===== config.mk =====
export PLATFORM = sky130hd
export DESIGN_NAME = div_issue_unit_flat
export DESIGN_NICKNAME = d
export VERILOG_FILES = /design/src/rtl/div_issue_unit_pkg.sv /design/src/rtl/div_issue_unit_if.sv /design/src/rtl/div_operand_prep.sv /design/src/rtl/div_issue_unit.sv /design/src/flat_wrapper.sv
export SDC_FILE = /design/constraint.sdc
export NUM_CORES = 1
export LEC_CHECK = 0
export CORE_AREA = 2 2 178 180
export DETAILED_ROUTE_END_ITERATION = 10
export DIE_AREA = 0 0 180 182
export GPL_TIMING_DRIVEN = 0
export PLACE_DENSITY = 0.67
export SYNTH_ARGS = -nofsm -noshare
export SYNTH_HDL_FRONTEND = slang
export SYNTH_SLANG_ARGS = --single-unit

===== constraint.sdc =====
create_clock -name clk -period 3.4 [get_ports clk]
set_clock_uncertainty 0.2 [all_clocks]
set_input_delay 0.51 -clock clk [delete_from_list [all_inputs] [get_ports clk]]
set_output_delay 0.51 -clock clk [all_outputs]
set_load 0.02 [all_outputs]

===== src/rtl/div_issue_unit_pkg.sv =====
// Shared types, constants and helpers for the divider issue front end.
package div_issue_unit_pkg;

    typedef enum logic [1:0] {
        OP_DIV  = 2'd0,
        OP_DIVU = 2'd1,
        OP_REM  = 2'd2,
        OP_REMU = 2'd3
    } div_op_e;

    typedef enum logic [1:0] {
        ST_IDLE   = 2'd0,
        ST_LAUNCH = 2'd1,
        ST_BUSY   = 2'd2,
        ST_DONE   = 2'd3
    } div_state_e;

    localparam logic [63:0] ALL_ONES_64 = 64'hFFFF_FFFF_FFFF_FFFF;
    localparam logic [63:0] MIN_INT64   = 64'h8000_0000_0000_0000;
    localparam logic [31:0] MIN_INT32   = 32'h8000_0000;

    function automatic logic op_is_signed(input logic [1:0] code);
        return (code == OP_DIV) || (code == OP_REM);
    endfunction

    function automatic logic op_is_rem(input logic [1:0] code);
        return (code == OP_REM) || (code == OP_REMU);
    endfunction

    // W-variant results are the low word sign-extended to 64 bits.
    function automatic logic [63:0] word_adjust(input logic [63:0] v, input logic word);
        return word ? {{32{v[31]}}, v[31:0]} : v;
    endfunction

endpackage


===== src/rtl/div_issue_unit_if.sv =====
// Issue, divider and writeback handshake signals of the divider front end.
interface div_issue_unit_if;
    logic        flush;
    logic        op_valid;
    logic        op_ready;
    logic [1:0]  op_code;
    logic        op_word;
    logic [63:0] src1;
    logic [63:0] src2;
    logic        div_in_valid;
    logic [63:0] div_in_a;
    logic [63:0] div_in_b;
    logic        div_signed;
    logic        div_flush;
    logic        div_result_valid;
    logic [63:0] div_quotient;
    logic [63:0] div_remainder;
    logic        res_valid;
    logic        res_ready;
    logic [63:0] res_data;

    modport slave (
        input  flush, op_valid, op_code, op_word, src1, src2,
               div_result_valid, div_quotient, div_remainder, res_ready,
        output op_ready, div_in_valid, div_in_a, div_in_b, div_signed,
               div_flush, res_valid, res_data
    );

    modport master (
        output flush, op_valid, op_code, op_word, src1, src2,
               div_result_valid, div_quotient, div_remainder, res_ready,
        input  op_ready, div_in_valid, div_in_a, div_in_b, div_signed,
               div_flush, res_valid, res_data
    );
endinterface


===== src/rtl/div_operand_prep.sv =====
// Combinational operand preparation: width extension, signedness and the
// divide-by-zero / signed-overflow cases that never reach the divider.
module div_operand_prep
    import div_issue_unit_pkg::*;
(
    input  logic [1:0]  op_code,
    input  logic        op_word,
    input  logic [63:0] src1,
    input  logic [63:0] src2,
    output logic [63:0] opa,
    output logic [63:0] opb,
    output logic        is_signed,
    output logic        fast,
    output logic [63:0] fast_quo,
    output logic [63:0] fast_rem
);
    logic        div_zero;
    logic        overflow;
    logic [63:0] min_neg;

    assign is_signed = op_is_signed(op_code);

    assign opa = !op_word  ? src1 :
                 is_signed ? {{32{src1[31]}}, src1[31:0]} : {32'd0, src1[31:0]};
    assign opb = !op_word  ? src2 :
                 is_signed ? {{32{src2[31]}}, src2[31:0]} : {32'd0, src2[31:0]};

    // Most-negative value of the operating width, as it appears after extension.
    assign min_neg  = op_word ? {32'hFFFF_FFFF, MIN_INT32} : MIN_INT64;
    assign div_zero = (opb == 64'd0);
    assign overflow = is_signed && (opa == min_neg) && (opb == ALL_ONES_64);

    assign fast     = div_zero || overflow;
    assign fast_quo = div_zero ? ALL_ONES_64 : opa;
    assign fast_rem = div_zero ? opa : 64'd0;
endmodule


===== src/rtl/div_issue_unit.sv =====
// Execute-stage front end for the iterative 64-bit divider.
// Optional result cache of the last divider launch: DIV_RESULT_CACHE_EN.
module div_issue_unit
    import div_issue_unit_pkg::*;
(
    input  logic            clk,
    input  logic            reset,
    div_issue_unit_if.slave io
);
    div_state_e  state_q, state_d;
    logic [63:0] a_q, a_d;
    logic [63:0] b_q, b_d;
    logic [63:0] res_data_q, res_data_d;
    logic        signed_q, signed_d;
    logic        word_q, word_d;
    logic        rem_q, rem_d;

    logic [63:0] prep_a, prep_b, fast_quo, fast_rem;
    logic        prep_signed, prep_fast;
    logic        op_rem;
    logic        div_done;
    logic        cache_hit;
    logic [63:0] cache_res;

    div_operand_prep u_prep (
        .op_code   (io.op_code),
        .op_word   (io.op_word),
        .src1      (io.src1),
        .src2      (io.src2),
        .opa       (prep_a),
        .opb       (prep_b),
        .is_signed (prep_signed),
        .fast      (prep_fast),
        .fast_quo  (fast_quo),
        .fast_rem  (fast_rem)
    );

    assign op_rem   = op_is_rem(io.op_code);
    // A flush in the completion cycle discards the divider result.
    assign div_done = (state_q == ST_BUSY) && io.div_result_valid && !io.flush;

`ifdef DIV_RESULT_CACHE_EN
    logic        cache_valid_q, cache_valid_d;
    logic [63:0] cache_a_q, cache_a_d;
    logic [63:0] cache_b_q, cache_b_d;
    logic [63:0] cache_quo_q, cache_quo_d;
    logic [63:0] cache_rem_q, cache_rem_d;
    logic        cache_signed_q, cache_signed_d;
    logic        cache_word_q, cache_word_d;

    assign cache_hit = cache_valid_q && (cache_a_q == prep_a) && (cache_b_q == prep_b)
                       && (cache_signed_q == prep_signed) && (cache_word_q == io.op_word);
    assign cache_res = word_adjust(op_rem ? cache_rem_q : cache_quo_q, io.op_word);

    always_comb begin
        cache_valid_d  = cache_valid_q;
        cache_a_d      = cache_a_q;
        cache_b_d      = cache_b_q;
        cache_quo_d    = cache_quo_q;
        cache_rem_d    = cache_rem_q;
        cache_signed_d = cache_signed_q;
        cache_word_d   = cache_word_q;
        if (div_done) begin
            cache_valid_d  = 1'b1;
            cache_a_d      = a_q;
            cache_b_d      = b_q;
            cache_quo_d    = io.div_quotient;
            cache_rem_d    = io.div_remainder;
            cache_signed_d = signed_q;
            cache_word_d   = word_q;
        end
    end

    always_ff @(posedge clk) begin
        if (reset) cache_valid_q <= 1'b0;
        else       cache_valid_q <= cache_valid_d;
    end

    // Cache contents are only meaningful while cache_valid_q is set.
    always_ff @(posedge clk) begin
        cache_a_q      <= cache_a_d;
        cache_b_q      <= cache_b_d;
        cache_quo_q    <= cache_quo_d;
        cache_rem_q    <= cache_rem_d;
        cache_signed_q <= cache_signed_d;
        cache_word_q   <= cache_word_d;
    end
`else
    assign cache_hit = 1'b0;
    assign cache_res = 64'd0;
`endif

    always_comb begin
        state_d    = state_q;
        a_d        = a_q;
        b_d        = b_q;
        signed_d   = signed_q;
        word_d     = word_q;
        rem_d      = rem_q;
        res_data_d = res_data_q;
        if (io.flush) begin
            state_d = ST_IDLE;
        end else begin
            unique case (state_q)
                ST_IDLE: begin
                    if (io.op_valid) begin
                        a_d      = prep_a;
                        b_d      = prep_b;
                        signed_d = prep_signed;
                        word_d   = io.op_word;
                        rem_d    = op_rem;
                        if (prep_fast) begin
                            res_data_d = word_adjust(op_rem ? fast_rem : fast_quo, io.op_word);
                            state_d    = ST_DONE;
                        end else if (cache_hit) begin
                            res_data_d = cache_res;
                            state_d    = ST_DONE;
                        end else begin
                            state_d = ST_LAUNCH;
                        end
                    end
                end
                ST_LAUNCH: state_d = ST_BUSY;
                ST_BUSY: begin
                    if (div_done) begin
                        res_data_d = word_adjust(rem_q ? io.div_remainder : io.div_quotient, word_q);
                        state_d    = ST_DONE;
                    end
                end
                ST_DONE: begin
                    if (io.res_ready) state_d = ST_IDLE;
                end
                default: state_d = ST_IDLE;
            endcase
        end
    end

    always_ff @(posedge clk) begin
        if (reset) begin
            state_q    <= ST_IDLE;
            a_q        <= 64'd0;
            b_q        <= 64'd0;
            signed_q   <= 1'b0;
            word_q     <= 1'b0;
            rem_q      <= 1'b0;
            res_data_q <= 64'd0;
        end else begin
            state_q    <= state_d;
            a_q        <= a_d;
            b_q        <= b_d;
            signed_q   <= signed_d;
            word_q     <= word_d;
            rem_q      <= rem_d;
            res_data_q <= res_data_d;
        end
    end

    assign io.op_ready     = (state_q == ST_IDLE);
    assign io.div_in_valid = (state_q == ST_LAUNCH);
    assign io.div_in_a     = a_q;
    assign io.div_in_b     = b_q;
    assign io.div_signed   = signed_q;
    assign io.div_flush    = io.flush && ((state_q == ST_LAUNCH) || (state_q == ST_BUSY));
    assign io.res_valid    = (state_q == ST_DONE);
    assign io.res_data     = res_data_q;
endmodule


===== src/flat_wrapper.sv =====
// flat-port wrapper written by rule: the top's interface ports become plain ports
module div_issue_unit_flat import div_issue_unit_pkg::*;
  (clk, reset, io_flush, io_op_valid, io_op_code, io_op_word, io_src1, io_src2, io_div_result_valid, io_div_quotient, io_div_remainder, io_res_ready, io_op_ready, io_div_in_valid, io_div_in_a, io_div_in_b, io_div_signed, io_div_flush, io_res_valid, io_res_data);
  div_issue_unit_if io_i ();
  input  logic clk;
  input  logic reset;
  input wire logic [$bits(io_i.flush)-1:0] io_flush;
  input wire logic [$bits(io_i.op_valid)-1:0] io_op_valid;
  input wire logic [$bits(io_i.op_code)-1:0] io_op_code;
  input wire logic [$bits(io_i.op_word)-1:0] io_op_word;
  input wire logic [$bits(io_i.src1)-1:0] io_src1;
  input wire logic [$bits(io_i.src2)-1:0] io_src2;
  input wire logic [$bits(io_i.div_result_valid)-1:0] io_div_result_valid;
  input wire logic [$bits(io_i.div_quotient)-1:0] io_div_quotient;
  input wire logic [$bits(io_i.div_remainder)-1:0] io_div_remainder;
  input wire logic [$bits(io_i.res_ready)-1:0] io_res_ready;
  output wire logic [$bits(io_i.op_ready)-1:0] io_op_ready;
  output wire logic [$bits(io_i.div_in_valid)-1:0] io_div_in_valid;
  output wire logic [$bits(io_i.div_in_a)-1:0] io_div_in_a;
  output wire logic [$bits(io_i.div_in_b)-1:0] io_div_in_b;
  output wire logic [$bits(io_i.div_signed)-1:0] io_div_signed;
  output wire logic [$bits(io_i.div_flush)-1:0] io_div_flush;
  output wire logic [$bits(io_i.res_valid)-1:0] io_res_valid;
  output wire logic [$bits(io_i.res_data)-1:0] io_res_data;
  assign io_i.flush = io_flush;
  assign io_i.op_valid = io_op_valid;
  assign io_i.op_code = io_op_code;
  assign io_i.op_word = io_op_word;
  assign io_i.src1 = io_src1;
  assign io_i.src2 = io_src2;
  assign io_i.div_result_valid = io_div_result_valid;
  assign io_i.div_quotient = io_div_quotient;
  assign io_i.div_remainder = io_div_remainder;
  assign io_i.res_ready = io_res_ready;
  assign io_op_ready = io_i.op_ready;
  assign io_div_in_valid = io_i.div_in_valid;
  assign io_div_in_a = io_i.div_in_a;
  assign io_div_in_b = io_i.div_in_b;
  assign io_div_signed = io_i.div_signed;
  assign io_div_flush = io_i.div_flush;
  assign io_res_valid = io_i.res_valid;
  assign io_res_data = io_i.res_data;
  div_issue_unit u_core (.clk(clk), .reset(reset), .io(io_i));
endmodule

Word-level counts from Yosys, hierarchy flattened

Cells that the tools add are included.

Flip-flop bits (word level): 197
Input port bits: 265
Output and inout bits: 197
Logic and storage cells: 57

Equal/unequal tests: 11
Multiplexer cells: 20
Bitwise logic cells: 1
Reduce and logical (&&, ||, !) cells: 18

Operators with widths:

| cell                   | number |
|---|---|
| $mux W64               | 13 |
| $pmux W64 S2           | 1 |
| $eq A64 B64 Y1         | 1 |
| $eq A64 B64 Y1 const B | 1 |
| $logic_not A64 Y1      | 1 |
| $mux W63               | 1 |
| $eq A2 B2 Y1 const B   | 4 |
| $mux W2                | 4 |
| $pmux W2 S4            | 1 |
| $reduce_and A3 Y1      | 2 |
| $logic_and A1 B1 Y1    | 5 |
| $reduce_and A5 Y1      | 1 |
| $logic_not A2 Y1       | 2 |
| $logic_or A1 B1 Y1     | 4 |
| $ne A2 B1 Y1 const B   | 2 |
| $ne A2 B2 Y1 const B   | 2 |
| $eq A2 B1 Y1 const B   | 1 |
| $reduce_bool A2 Y1     | 1 |
| $reduce_or A2 Y1       | 1 |
| $logic_not A1 Y1       | 1 |
| $not A1 Y1             | 1 |

Depth between registers and ports, before layout

Depth in word-level cells: 11
Depth in mapped cells: 9
Depth with buffers taken out: 8

Hierarchy

Synthesis repeated with hierarchy kept, for this count alone.

Cells, all modules: 1483
Area total of the unflattened synthesis: 10943.0 um^2

By module, submodules not included:

| module           | instances | cells an instance | area an instance (um^2) | seq. area each (um^2) |
|---|---|---|---|---|
| div_issue_unit   | 1         | 1028              | 8664.6                  | 3943.8 |
| div_operand_prep | 1         | 455               | 2278.4                  | 0.0 |

Worst setup path after synthesis

Ideal clock, no wire load.

Path type: input to register
Start: in io_src2[51]
End: reg u_core.res_data_q[11], in the netlist u_core.io.res_data[11]
Library setup time: 0.069 ns
Data arrival time: 2.346 ns
Required time: 3.131 ns
Setup slack: 0.785 ns
Stages on the path: 7
Buffers on the path: 2
Cells stage by stage: or4_4 or3_1 clkbuf_1 a221o_1 buf_2 o22a_1 o21ai_1

Cells in the longest elaborated chain, start to end: 8
Elaborated cells on any way between the ends: 14
Those cells by class: eq/ne: 2; mux: 8; reduce/logical: 4

RTL lines:

| element                     | line                                           | source |
|---|---|---|
| start: declaration          | flat_wrapper.sv:12                             | `input wire logic [$bits(io_i.src2)-1:0] io_src2;` |
| $mux W64 (*)                | div_operand_prep.sv:25                         | `assign opb = !op_word ? src2 :` |
| $logic_not A64 Y1           | div_operand_prep.sv:30                         | `assign div_zero = (opb == 64'd0);` |
| $mux W64 (on tied branches) | div_operand_prep.sv:34, div_operand_prep.sv:35 |  |
| $mux W64                    | div_issue_unit.sv:113                          | `res_data_d = word_adjust(op_rem ? fast_rem : fast_quo, io.op_word);` |
| $mux W64                    | div_issue_unit_pkg.sv:32                       | `return word ? {{32{v[31]}}, v[31:0]} : v;` |
| $mux W64                    | div_issue_unit.sv:112                          | `if (prep_fast) begin` |
| $mux W64                    | div_issue_unit.sv:106                          | `if (io.op_valid) begin` |
| $pmux W64 S2                | div_issue_unit.sv:104                          | `unique case (state_q)` |
| end signal: assignment      | div_issue_unit.sv:154                          | `res_data_q <= res_data_d;` |
| end: declaration            | div_issue_unit.sv:13                           | `logic [63:0] res_data_q, res_data_d;` |

Every way passes the cells marked *; elsewhere a longest branch is shown, timed or not. The select of a mux whose other input is x is not followed.
A chain may end at the register's enable or synchronous reset.

Worst setup path after layout

Start: in io_src1[20]
End: reg u_core.res_data_q[22], in the netlist u_core.io.res_data[22]

Cells in the longest elaborated chain, start to end: 8

RTL lines:

| element                               | line                   | source |
|---|---|---|
| start: declaration                    | flat_wrapper.sv:11     | `input wire logic [$bits(io_i.src1)-1:0] io_src1;` |
| $mux W64                              | div_operand_prep.sv:24 | `is_signed ? {{32{src1[31]}}, src1[31:0]} : {32'd0, src1[31:0]};` |
| $mux W64 (*)                          | div_operand_prep.sv:23 | `assign opa = !op_word ? src1 :` |
| $eq A64 B64 Y1 (*)                    | div_operand_prep.sv:31 | `assign overflow = is_signed && (opa == min_neg) && (opb == ALL_ONES_64);` |
| $logic_and A1 B1 Y1 (*) (2 in series) | div_operand_prep.sv:31 |  |
| $logic_or A1 B1 Y1 (*)                | div_operand_prep.sv:33 | `assign fast = div_zero \|\| overflow;` |
| $ne A2 B1 Y1 (no line) (*)            | --                     |  |
| $reduce_and A5 Y1 (no line) (*)       | --                     |  |

Every way passes the cells marked *; elsewhere a longest branch is shown, timed or not.

==> flow_summary.toml <==
[worst_hold_path]
holdCritPathClass = "reg2reg"

[placed_design]
hpwlAfterDp_um = 38100
place.gp.congestion = 0.915
portBuffers = 458

[timing]
setup-tns-final_ns = 0
max_slew.worst_pin.slew_ns = 0.850
drv_slew = 0
whs_ns = 0.258
slew_headroom_pct = 43.3
rsz0062_at_grt = "no"
layout_min_cycle_time_ns = 3.29
finalCritPeriodShare_pct = 96.9
finalHoldViolCount = 0
setup_viol_count_final = 0
fmaxAchievable_mhz = 304

[global_route]
antenna_found_initial = 0
grt_pass1_vias = 11955
grt_overflow = 0
grt_max_degree = 22
grt_use_total_pct = 28.0
grt_first_pass_wirelength_um = 70600

[floorplanning]
row_count = 65
ios = 462
core-area_um2 = 31000
die-area_um2 = 32800
start_util_pct = 33.4
die_w_um = 180
die_h_um = 182

[critical_path]
critPathCaptureType = "flip-flop"
slowest_delay_ns = 0.77
cp_max_fo = 10
path_cells = "clkdlybuf4s50_1, nor4_1, nand4_1, nor3_1, o211ai_1, buf_4, a211o_1, clkbuf_1, o21ai_1"
cp-start-kind = "input pin"
arrival_ns = 3.45
crit_slowest_cell = "nor4_1"
crit_required_ns = 3.56
criticalPathCategory = "in2reg"

[final_layout]
final_util_pct = 51.9
drive_gt1_share_pct = 4.65
diodes = 0
area_growth_pct = 55.6
fill_cells = 2994
layout_commonest_cell = "clkdlybuf4s50_1"
layout_common_cells = "458 x clkdlybuf4s50_1, 229 x nand2_1, 197 x dfxtp_1, 124 x clkbuf_1, 111 x a21oi_1"
nets = 2064

[synth]
synth-main-ff-cell = "dfxtp_1"
yosysSeqAreaShare_pct = 38.2
post_synth.cell_area_avg_um2 = 7.86
syn_area_um2 = 10300
syn_inst = 1315
ys_seq_elements = 197
synth_cell_types = 50
yosys_warnings = 0
synthesis.nets = 1584
async_flop_share_pct = 0
synth-edff-count = 0

[clock_tree]
path_clk_slew_ns = 0.08
clockBufferDepth = 2
cts_tree = "done"
hold_buffers = 0
insertion_delay_ns = 0.43
htree_levels = 4
cts.sinks = 197
cts-root-buf = "clkbuf_16"
cts_buffers = 17

[flow_run]
cap_violations = 0

[detailed_routing]
detail-route-antenna-nets = 0
via_count = 12159
drt-vias-per-instance = 5.50
drc = 0
drt-total-wl_um = 47900
drtIter0Drc = 876
wire_per_inst_um = 21.7
first_pass_iters = 5

[power]
ir_drop_mv = 0.401
p_leak_nw = 5.74
power.density_nw_per_um2 = 376

[run_status]
status = "finished, final reports clean"
final cells by class:
| class | instances | area (µm²) | area share [%] |
|---|---|---|---|
| repair buffers | 461 | 4610 | 28.6 |
| multi-input cells | 942 | 5740 | 35.7 |
| well taps | 402 | 503 | 3.13 |
| plain buffers | 134 | 534 | 3.32 |
| clock inverters | 14 | 173 | 1.07 |
| flip-flops and latches | 197 | 3940 | 24.5 |
| inverters | 42 | 158 | 0.980 |
| clock buffers | 18 | 429 | 2.67 |
per-layer routing:
metal	vias to the layer above	GRT usage, %	routed length (µm)
li1	5757	-	-
met1	5708	32.6	18800
met2	598	48.4	23200
met3	96	7.10	4000
met4	0	12.5	1960
met5	-	0	0
path summary, 6_finish.rpt:
| check | startpoint | end | slack, ns | depth (start not counted) |
|---|---|---|---|---|
| worst max-delay path | io_src1[20] | u_core.io.res_data[22] | 0.11 | 9 |
| worst min-delay path | u_core.word_q | u_core.word_q | 0.26 | 2 |
| worst max register to register | u_core.state_q[1] | u_core.io.div_in_a[14] | 0.30 | 8 |
| worst min register to register | u_core.word_q | u_core.word_q | 0.26 | 2 |
worst max-delay path, delay by kind of cell:
kind	cells	cell delay [ns]
AO/OA/AOI/OAI	3	0.67
buffers and inverters	3	0.97
AND/OR/NAND/NOR	3	1.29
cells by family (layout without fill, tap and decap cells):
family | count (synthesis) | in the layout | share of synthesized area, %
AO/OA/AOI/OAI | 416 | 416 | 26.7
adder cells (fa/ha/maj) | 4 | 4 | 0.484
buffers and inverters | 176 | 669 | 6.68
flip-flops | 197 | 197 | 38.2
multiplexers | 96 | 96 | 9.69
AND/OR/NAND/NOR | 426 | 426 | 18.3
report_power, final:
part / switching (W) / internal, W
sequential: 0.0000692 / 0.00242
combinational: 0.000768 / 0.000679
clock: 0.00111 / 0.00100
total: 0.00195 / 0.00410
flip-flops by register name (all words and copies together) (netlist names):
| signal | count |
|---|---|
| u_core.io.res_data | 64 |
| u_core.io.div_signed | 1 |
| u_core.word_q | 1 |
| u_core.io.div_in_a | 64 |
| u_core.io.div_in_b | 64 |
| u_core.state_q | 2 |
| u_core.rem_q | 1 |
per-stage QoR:
| step | worst slack (ns) | area (µm²) | std cells | power (W) |
|---|---|---|---|---|
| global placement | -0.698 | 15400 | 2175 | 0.00397 |
| global route | 0.00778 | 16100 | 2210 | 0.00628 |
| finish | 0.107 | 16100 | 2210 | 0.00605 |
| floorplan | 0.785 | 10300 | 1315 | 0.00316 |
| detailed placement | -0.694 | 15400 | 2175 | 0.00398 |
| CTS | 0.00934 | 16100 | 2210 | 0.00607 |
synthesized netlist by cell type, types with 15 or more instances:
cell type / n / area [µm²]
a21oi_1: 112 / 561
a41oi_1: 31 / 272
a211oi_1: 57 / 428
o22a_1: 31 / 272
inv_1: 41 / 154
mux2i_1: 64 / 641
o21ai_0: 41 / 205
o31ai_1: 33 / 248
a2111oi_0: 33 / 289
nand2_1: 229 / 860
clkbuf_1: 124 / 465
nand4_1: 15 / 93.8
and3_1: 33 / 206
a31oi_1: 33 / 206
o21ai_1: 31 / 155
nor4_1: 24 / 150
dfxtp_1: 197 / 3940
mux2_2: 32 / 360
nor2_1: 95 / 357
what timing repair did:
item,4_1_cts,5_1_grt
pin swaps,1,0
resized for setup,4,4
setup endpoints to repair,102,56
setup buffers,3,0
Power figures use the tool's default switching activity.
